## src/rtl/uart_tx_scheduler_if.sv

```systemverilog
// CPU data-port and transmitter handshake bundle for uart_tx_scheduler.
// master drives CPU/memory/transmitter inputs; slave is the scheduler itself.
interface uart_tx_scheduler_if;
   logic        writeIn;
   logic        readIn;
   logic [31:0] addressIn;
   logic [31:0] dataIn;
   logic [31:0] memOutIn;
   logic        writeOut;
   logic        readOut;
   logic [31:0] memOutOut;
   logic [31:0] data;
   logic        start;
   logic        finish;

   modport master (
      output writeIn, readIn, addressIn, dataIn, memOutIn, finish,
      input  writeOut, readOut, memOutOut, data, start
   );

   modport slave (
      input  writeIn, readIn, addressIn, dataIn, memOutIn, finish,
      output writeOut, readOut, memOutOut, data, start
   );
endinterface

```

## src/rtl/uart_tx_scheduler.sv

```systemverilog
// Memory-mapped UART transmit scheduler: FIFO-queued stores drained over a start/finish handshake.
// Define TX_STATUS_READ_EN to make CPU loads from STATUS_ADDR return the status word.
module uart_tx_scheduler #(
   parameter int unsigned DEPTH       = 8,
   parameter logic [31:0] DATA_ADDR   = 32'h0000_0400,
   parameter logic [31:0] STATUS_ADDR = 32'h0000_0404
) (
   input logic               clock,
   input logic               reset,
   uart_tx_scheduler_if.slave bus
);

   localparam int unsigned PW = $clog2(DEPTH);
   localparam int unsigned CW = PW + 1;

   typedef enum logic [1:0] {IDLE, REQ, ACK} state_t;

   state_t          state_q, state_d;
   logic            start_q, start_d;
   logic [31:0]     data_q, data_d;
   logic [PW-1:0]   wr_ptr_q, wr_ptr_d;
   logic [PW-1:0]   rd_ptr_q, rd_ptr_d;
   logic [CW-1:0]   count_q, count_d;
   logic            ovf_q, ovf_d;
   logic            sync1_q, sync2_q;
   logic [31:0]     mem_q [DEPTH];

   logic            dhit, shit, stat_rd_hit;
   logic            push_req, push_ok, pop;
   logic            full, empty, fsync;
   logic            ovf_set, ovf_clr;
   logic [31:0]     status;

   assign dhit = (bus.addressIn == DATA_ADDR);
   assign shit = (bus.addressIn == STATUS_ADDR);

`ifdef TX_STATUS_READ_EN
   assign stat_rd_hit = shit;
`else
   assign stat_rd_hit = 1'b0;
`endif

   assign bus.writeOut  = bus.writeIn & ~dhit & ~shit;
   assign bus.readOut   = bus.readIn & ~stat_rd_hit;
   assign bus.memOutOut = stat_rd_hit ? status : bus.memOutIn;
   assign bus.data      = data_q;
   assign bus.start     = start_q;

   assign fsync    = sync2_q;
   assign full     = (count_q == CW'(DEPTH));
   assign empty    = (count_q == '0);
   assign push_req = bus.writeIn & dhit;
   // A pop on the same edge frees a slot, so a push into a full FIFO is still taken.
   assign push_ok  = push_req & (~full | pop);
   assign ovf_set  = push_req & full & ~pop;
   assign ovf_clr  = bus.writeIn & shit & bus.dataIn[3];

   always_comb begin
      status         = '0;
      status[0]      = empty;
      status[1]      = full;
      status[2]      = (state_q != IDLE);
      status[3]      = ovf_q;
      status[8 +: CW] = count_q;
   end

   always_comb begin
      state_d = state_q;
      data_d  = data_q;
      pop     = 1'b0;
      unique case (state_q)
         IDLE: begin
            if (!empty && !fsync) begin
               pop     = 1'b1;
               data_d  = mem_q[rd_ptr_q];
               state_d = REQ;
            end
         end
         REQ:     if (fsync)  state_d = ACK;
         ACK:     if (!fsync) state_d = IDLE;
         default: state_d = IDLE;
      endcase
      start_d = (state_d == REQ);
   end

   always_comb begin
      wr_ptr_d = push_ok ? wr_ptr_q + PW'(1) : wr_ptr_q;
      rd_ptr_d = pop ? rd_ptr_q + PW'(1) : rd_ptr_q;
      count_d  = count_q + CW'(push_ok) - CW'(pop);
      // Set wins over a clear landing on the same edge.
      if (ovf_set)      ovf_d = 1'b1;
      else if (ovf_clr) ovf_d = 1'b0;
      else              ovf_d = ovf_q;
   end

   always_ff @(posedge clock or posedge reset) begin
      if (reset) begin
         state_q <= IDLE;
         start_q <= 1'b0;
         data_q  <= '0;
      end else begin
         state_q <= state_d;
         start_q <= start_d;
         data_q  <= data_d;
      end
   end

   always_ff @(posedge clock or posedge reset) begin
      if (reset) begin
         wr_ptr_q <= '0;
         rd_ptr_q <= '0;
         count_q  <= '0;
         ovf_q    <= 1'b0;
         sync1_q  <= 1'b0;
         sync2_q  <= 1'b0;
      end else begin
         wr_ptr_q <= wr_ptr_d;
         rd_ptr_q <= rd_ptr_d;
         count_q  <= count_d;
         ovf_q    <= ovf_d;
         sync1_q  <= bus.finish;
         sync2_q  <= sync1_q;
      end
   end

   always_ff @(posedge clock) begin
      if (push_ok) mem_q[wr_ptr_q] <= bus.dataIn;
   end

endmodule
```

## src/flat_wrapper.sv

```systemverilog
// flat-port wrapper written by rule: the top's interface ports become plain ports
module uart_tx_scheduler_flat 
#(
   parameter int unsigned DEPTH       = 8,
   parameter logic [31:0] DATA_ADDR   = 32'h0000_0400,
   parameter logic [31:0] STATUS_ADDR = 32'h0000_0404
)
  (clock, reset, bus_writeIn, bus_readIn, bus_addressIn, bus_dataIn, bus_memOutIn, bus_finish, bus_writeOut, bus_readOut, bus_memOutOut, bus_data, bus_start);
  uart_tx_scheduler_if bus_i ();
  input logic clock;
  input logic reset;
  input wire logic [$bits(bus_i.writeIn)-1:0] bus_writeIn;
  input wire logic [$bits(bus_i.readIn)-1:0] bus_readIn;
  input wire logic [$bits(bus_i.addressIn)-1:0] bus_addressIn;
  input wire logic [$bits(bus_i.dataIn)-1:0] bus_dataIn;
  input wire logic [$bits(bus_i.memOutIn)-1:0] bus_memOutIn;
  input wire logic [$bits(bus_i.finish)-1:0] bus_finish;
  output wire logic [$bits(bus_i.writeOut)-1:0] bus_writeOut;
  output wire logic [$bits(bus_i.readOut)-1:0] bus_readOut;
  output wire logic [$bits(bus_i.memOutOut)-1:0] bus_memOutOut;
  output wire logic [$bits(bus_i.data)-1:0] bus_data;
  output wire logic [$bits(bus_i.start)-1:0] bus_start;
  assign bus_i.writeIn = bus_writeIn;
  assign bus_i.readIn = bus_readIn;
  assign bus_i.addressIn = bus_addressIn;
  assign bus_i.dataIn = bus_dataIn;
  assign bus_i.memOutIn = bus_memOutIn;
  assign bus_i.finish = bus_finish;
  assign bus_writeOut = bus_i.writeOut;
  assign bus_readOut = bus_i.readOut;
  assign bus_memOutOut = bus_i.memOutOut;
  assign bus_data = bus_i.data;
  assign bus_start = bus_i.start;
  uart_tx_scheduler #(.DEPTH(DEPTH), .DATA_ADDR(DATA_ADDR), .STATUS_ADDR(STATUS_ADDR)) u_core (.clock(clock), .reset(reset), .bus(bus_i));
endmodule
```

## config.mk

```make
export PLATFORM = sky130hd
export DESIGN_NAME = uart_tx_scheduler_flat
export DESIGN_NICKNAME = d
export VERILOG_FILES = /design/src/rtl/uart_tx_scheduler_if.sv /design/src/rtl/uart_tx_scheduler.sv /design/src/flat_wrapper.sv
export SDC_FILE = /design/constraint.sdc
export NUM_CORES = 1
export LEC_CHECK = 0
export CORE_UTILIZATION = 40
export CTS_CLUSTER_SIZE = 14
export DETAILED_ROUTE_END_ITERATION = 10
export GPL_TIMING_DRIVEN = 0
export PLACE_DENSITY = 0.62
export SLEW_MARGIN = 20
export SYNTH_ARGS = -nofsm -noshare
export SYNTH_HDL_FRONTEND = slang
export SYNTH_SLANG_ARGS = --single-unit
export TNS_END_PERCENT = 100
```

## constraint.sdc

```tcl
create_clock -name clock -period 2.7 [get_ports clock]
set_input_delay 0.54 -clock clock [delete_from_list [all_inputs] [get_ports clock]]
set_output_delay 0.54 -clock clock [all_outputs]
set_load 0.1 [all_outputs]
```

# --- Yosys cells after proc, flatten, opt, wreduce, memory -nomap -nowiden ---
# Memories as Yosys holds them, arrays and structs flattened. A register that Yosys moved wholly into a read port is not among the register bits.
# Index checks and enable logic that the tools add are counted.
# W data, S select, Z words.
word_totals:
  register_bits: 15
  latchBits: 0
  ramBits: 256
  mem_bits_ro: 0
  in_bits: 101
  output_inout_bits: 67
  wordCells: 40
  mem_count: 1
memory_table:
  columns: ["memory", "words", "width", "rd", "rd_ports_with_merged_regs", "wr", "line_no", "source"]
  rows:
  - ["u_core.mem_q", 8, 32, 1, 1, 1, "uart_tx_scheduler.sv:26", "logic [31:0] mem_q [DEPTH];"]
op_classes:
  n_addsub: 4
  multipliers: 0
  div: 0
  order_cmp: 0
  eq_ne: 6
  shifts: 0
  n_mux: 8
  bitwise: 8
  reduce_logical: 6
ops:
  columns: ["operator", "count"]
  rows:
  - ["$eq A32 B11 Y1 const B", 2]
  - ["$add A3 B1 Y3 const B", 2]
  - ["$mux W2", 3]
  - ["$pmux W2 S3", 1]
  - ["$add A4 B1 Y4", 1]
  - ["$and A1 B1 Y1", 4]
  - ["$eq A2 B1 Y1 const B", 2]
  - ["$eq A4 B4 Y1 const B", 1]
  - ["$logic_not A4 Y1", 1]
  - ["$mux W1", 4]
  - ["$sub A4 B1 Y4", 1]
  - ["$not A1 Y1", 3]
  - ["$eq A2 B2 Y1 const B", 1]
  - ["$logic_not A1 Y1", 2]
  - ["$logic_not A2 Y1", 1]
  - ["$reduce_and A2 Y1", 1]
  - ["$logic_and A1 B1 Y1", 1]
  - ["$or A1 B1 Y1", 1]

# --- Logic depth before layout (Yosys ltp) ---
depth:
  ltp_word: 9
  depth_mapped: 12
  mapped_depth_nobuf: 11

# --- Worst setup path after synthesis ---
# Ideal clock, no wire load.
synth_timing:
  path_type: "input -> register"
  startpoint: "in bus_addressIn[23]"
  endpoint: "mem u_core.mem_q[2][0], enable pin"
  setup_time_ps: 407
  arrival_ps: 2562
  required_time_ps: 2293
  setup_slack_ps: -269
  cell_stages: 5
  n_path_buf: 1
  path_cell_list: "nor4_1 nand4_1 nor4_2 buf_4 nor4bb_4"
synth_between:
  elab_chain_cells: 5
synth_lines:
  columns: ["item", "line_no", "source"]
  rows:
  - ["start: declaration", "flat_wrapper.sv:14", "input wire logic [$bits(bus_i.addressIn)-1:0] bus_addressIn;"]
  - ["$eq A32 B11 Y1", "uart_tx_scheduler.sv:34", "assign dhit = (bus.addressIn == DATA_ADDR);"]
  - ["$and A1 B1 Y1", "uart_tx_scheduler.sv:52", "assign push_req = bus.writeIn & dhit;"]
  - ["$and A1 B1 Y1", "uart_tx_scheduler.sv:54", "assign push_ok = push_req & (~full | pop);"]
  - ["net u_core.push_ok", "uart_tx_scheduler.sv:29", "logic push_req, push_ok, pop;"]
  - ["$mux W1", "uart_tx_scheduler.sv:127", "if (push_ok) mem_q[wr_ptr_q] <= bus.dataIn;"]
  - ["$mux W1 (implied by the code)", "uart_tx_scheduler.sv:127", null]
  - ["end: declaration", "uart_tx_scheduler.sv:26", null]
# The timed path passes the listed nets, and every way through them passes these cells.

# --- Worst setup path after layout ---
layout_timing:
  startpoint: "reg u_core.data_q[25], in the netlist u_core.bus.data[25] (read register of u_core.mem_q)"
  endpoint: "out bus_data[25]"
layout_rtl:
  columns: ["item", "line_no", "source"]
  rows:
  - ["start: declaration", "uart_tx_scheduler.sv:20", "logic [31:0] data_q, data_d;"]
  - ["end: declaration", "flat_wrapper.sv:21", "output wire logic [$bits(bus_i.data)-1:0] bus_data;"]
# No word-level cell between the ends.

==> results by group <==
Global routing
  • Global-route wire length before repair: 37900 microns
  • Largest net degree at the start of global routing: 48
  • GRT Util Overall: 17.0%
  • Vias in the first global route: 6363
  • Initial antenna violation count: 0
  • Global route overflow: 0

Cells and area
  • Diode count: 0
  • Post-route insts no fill: 1177
  • Share of layout cells above drive strength 1: 24.5%
  • Area Overhead vs Synth: 26.3%
  • Fill count: 2334
  • Nets@finish: 879

Yosys
  • Largest family of logic cells by synthesized area: multiplexers
  • Post-synth top cells: edfxtp_1 (256), mux4_2 (64), dfrtp_1 (47)
  • Ys Warns: 0
  • Netlist Area Pre-Place: 11800 sq um
  • Top area cells in the synthesized netlist: edfxtp_1 (65%), mux4_2 (12%), dfrtp_1 (10%), buf_4 (2.7%), mux2i_1 (2.7%)
  • Synth Area in Compound Gates: 1.53%
  • Main flop type after synthesis: edfxtp_1
  • Register bit total from synthesis: 303
  • Yosys top cell by area: edfxtp_1
  • Synth Area per Inst: 20.2 sq um
  • Count leader, synth: edfxtp_1
  • Sequential cell area fraction in the yosys report: 75.0%
  • Multiplexer share of the synthesized area: 15.0%
  • Post-synth EDFFs: 256
  • Cell count after synthesis: 586
  • Synth unique cells: 36
  • Simple-Gate Fraction of Synth Area: 3.31%
  • Net count after synthesis: 696
  • Synth Area in Adders: 1.02%
  • Fraction of registers with async set/reset: 15.5%
  • Synth Area in XOR/XNOR: 0.519%
  • Proportion of netlist area held by the largest area contributor: 65.1%

Power
  • Gate power share: 35.5%
  • Seq pwr share: 37.1%
  • Psw: 5.39 mW
  • P_int: 9.67 mW
  • PD cells: 1010 nW/um^2
  • Sw Ratio: 35.8%
  • Clock share of power: 27.4%
  • LEAKAGE: 5.21 nW
  • Peak VDD IR: 618 uV

Run status
  • Status: finished, final reports clean

Hold path
  • HP Class: flop to flop

Die
  • Core area: 28900 sq um
  • Initial Utilization: 40.9%
  • Num ports: 168
  • Die width: 174 microns
  • DIE AREA: 30200 sq um
  • Die Ht: 174 microns
  • Row count: 62

Critical path
  • Startpoint types: flop
  • Setup CP Type: flop to output pin
  • Worst EP required: 2.16 ns
  • Crit-path slowest cell: clkdlybuf4s50_1
  • Crit Path Max Fanout: 2
  • Cell Chain, Critical Path: clkdlybuf4s50_1
  • Arrival @ worst endpoint: 2.09 ns
  • Largest stage delay, worst path: 1.16 ns
  • Worst setup EP type: output pin
  • CP top delay family: buffers and inverters
  • CP Buf/Inv Count: 1

CTS
  • CTS max path bufs: 3
  • CTS Hold Bufs: 0
  • CTS H-Tree Depth: 2
  • Clk slew on worst S/H paths: 0.06 ns
  • Clock root buffer: clkbuf_16
  • TritonCTS clock tree: yes
  • CTS buffer count: 34
  • Skew-Pair Late Insertion Delay: 0.51 ns
  • CTS Sinks: 303

Placed design
  • Placer Congestion: 0.785
  • Cells after DPL: 1113
  • Final HPWL DP: 15900 microns
  • # port buffers: 134

STA
  • Period utilisation layout: 97.3%
  • Crit path time final: 2.63 ns
  • Slew Limit Fails: 0
  • Slew HR: 30.7%
  • Setup Skew: 0.0225 ns
  • Fmax: 381 MHz
  • Worst slew pin tran: 1.04 ns
  • WHS: 0.352 ns
  • Final setup viols: 0
  • Final hold vios: 0

Routing
  • Routed WL per cell: 21.4 microns
  • DR DRC count: 0
  • Total detailed-routing wirelength: 25200 microns
  • Vias post-DR: 6031
  • 1st-pass router iterations: 5
  • Post-DRT Antenna Nets: 0
  • DRT iter0 DRCs: 339
  • Vias/cell: 5.12

Run
  • Number of max-cap violations: 0
-- layout make-up --
type | instances | area, sq um | area share, %
Timing Repair Buffer | 147 | 1530 | 10.3
Clock buffer | 47 | 931 | 6.24
Buffer | 59 | 404 | 2.71
Clock inverter | 13 | 67.6 | 0.453
Tap cell | 384 | 480 | 3.22
Sequential cell | 303 | 8860 | 59.4
Multi-Input combinational cell | 216 | 2610 | 17.5
Inverter | 8 | 32.5 | 0.218
-- repair_timing --
| item | CTS | global route |
|---|---|---|
| endpoints found under the setup margin | 36 | 158 |
| gates resized for setup | 8 | 14 |
| pin swaps | 0 | 3 |
| cloned | 0 | 0 |
| buffers inserted | 0 | 4 |
-- final timing paths --
path	start	endpoint	slack (ns)	cells past startpoint
setup / recovery	u_core.bus.data[25]$_DFFE_PP0P_	bus_data[25]	0.07	1
hold / removal	u_core.sync1_q$_DFF_PP0_	u_core.fsync$_DFF_PP0_	0.35	0
setup reg to reg	u_core.count_q[2]$_DFF_PP0_	u_core.count_q[2]$_DFF_PP0_	0.09	11
hold reg to reg	u_core.sync1_q$_DFF_PP0_	u_core.fsync$_DFF_PP0_	0.35	0
max in group asynchronous	reset	u_core.rd_ptr_q[0]$_DFFE_PP0P_	1.73	2
min in group asynchronous	reset	u_core.bus.data[10]$_DFFE_PP0P_	0.52	2
-- cell families after synthesis --
family	count (synthesis)
simple gates	68
compound gates	35
xor+xnor	7
mux	97
flops	303
buf+inv	67
fa+ha+maj	9
-- sequential cells by signal, indices dropped and copies added (netlist names) --
name,flops
u_core.mem_q,256
u_core.bus.data,32
u_core.count_q,4
u_core.rd_ptr_q,3
u_core.wr_ptr_q,3
u_core.state_q,2
u_core.bus.start,1
u_core.fsync,1
u_core.sync1_q,1
-- through the flow --
step	cell area (sq um)	power, mW	util (%)	TNS, ns	setup slack (ns)
2_1_floorplan	11900	9.69	-	-8.16	-0.251
3_3_place_gp	13700	11.0	47.4	-366.00	-1.97
3_5_place_dp	13800	11.1	47.9	-109.15	-0.747
4_1_cts	14900	15.2	51.5	-0.168	-0.168
5_1_grt	14900	15.7	51.7	-0.0165	-0.0165
6_report	14900	15.1	51.7	0	0.0721
-- power groups by stage --
stage,Sequential (mW),Combinational (mW),Clock [mW]
2_1_floorplan,7.33,2.36,0
3_3_place_gp,5.67,5.33,0
3_5_place_dp,5.69,5.39,0
4_1_cts,5.60,5.42,4.22
5_1_grt,5.63,5.65,4.41
6_report,5.59,5.34,4.13
-- layout by cell type (no fill, tap or decap), types with 2 or more instances in the layout --
cell type        netlist  layout
and4b_4                0       2
buf_1                  3       3
buf_12                 0       4
buf_2                  9       8
buf_4                 43      49
buf_8                  0       2
clkbuf_1               4      15
clkbuf_16              0      35
clkdlybuf4s50_1        0     127
clkinv_1               0       7
clkinv_2               0       2
clkinvlp_4             0       3
dfrtp_1               47      47
dlymetal6s2s_1         0       6
edfxtp_1             256     256
ha_1                   8       7
inv_1                  8       6
mux2i_1               32      32
mux4_2                64      64
nand2_1               37      36
nand4_1                2       2
nor2_1                 2       2
nor3_1                 4       4
nor4_1                 7       2
nor4_2                 2       5
nor4_4                 0       2
o21ai_0               32      32
xnor2_1                2       2
xor2_1                 5       5
-- metal layers --
| metal | vias up | part of all wire (%) | track usage, % |
|---|---|---|---|
| met1 | 3129 | 41 | 20.9 |
| met3 | 34 | 5.8 | 3.71 |
| met2 | 195 | 52 | 30.1 |
| met4 | 0 | 1.7 | 4.97 |
| li1 | 2673 | - | - |
| met5 | - | 0 | 0 |
(Power assumes the default switching activity.)
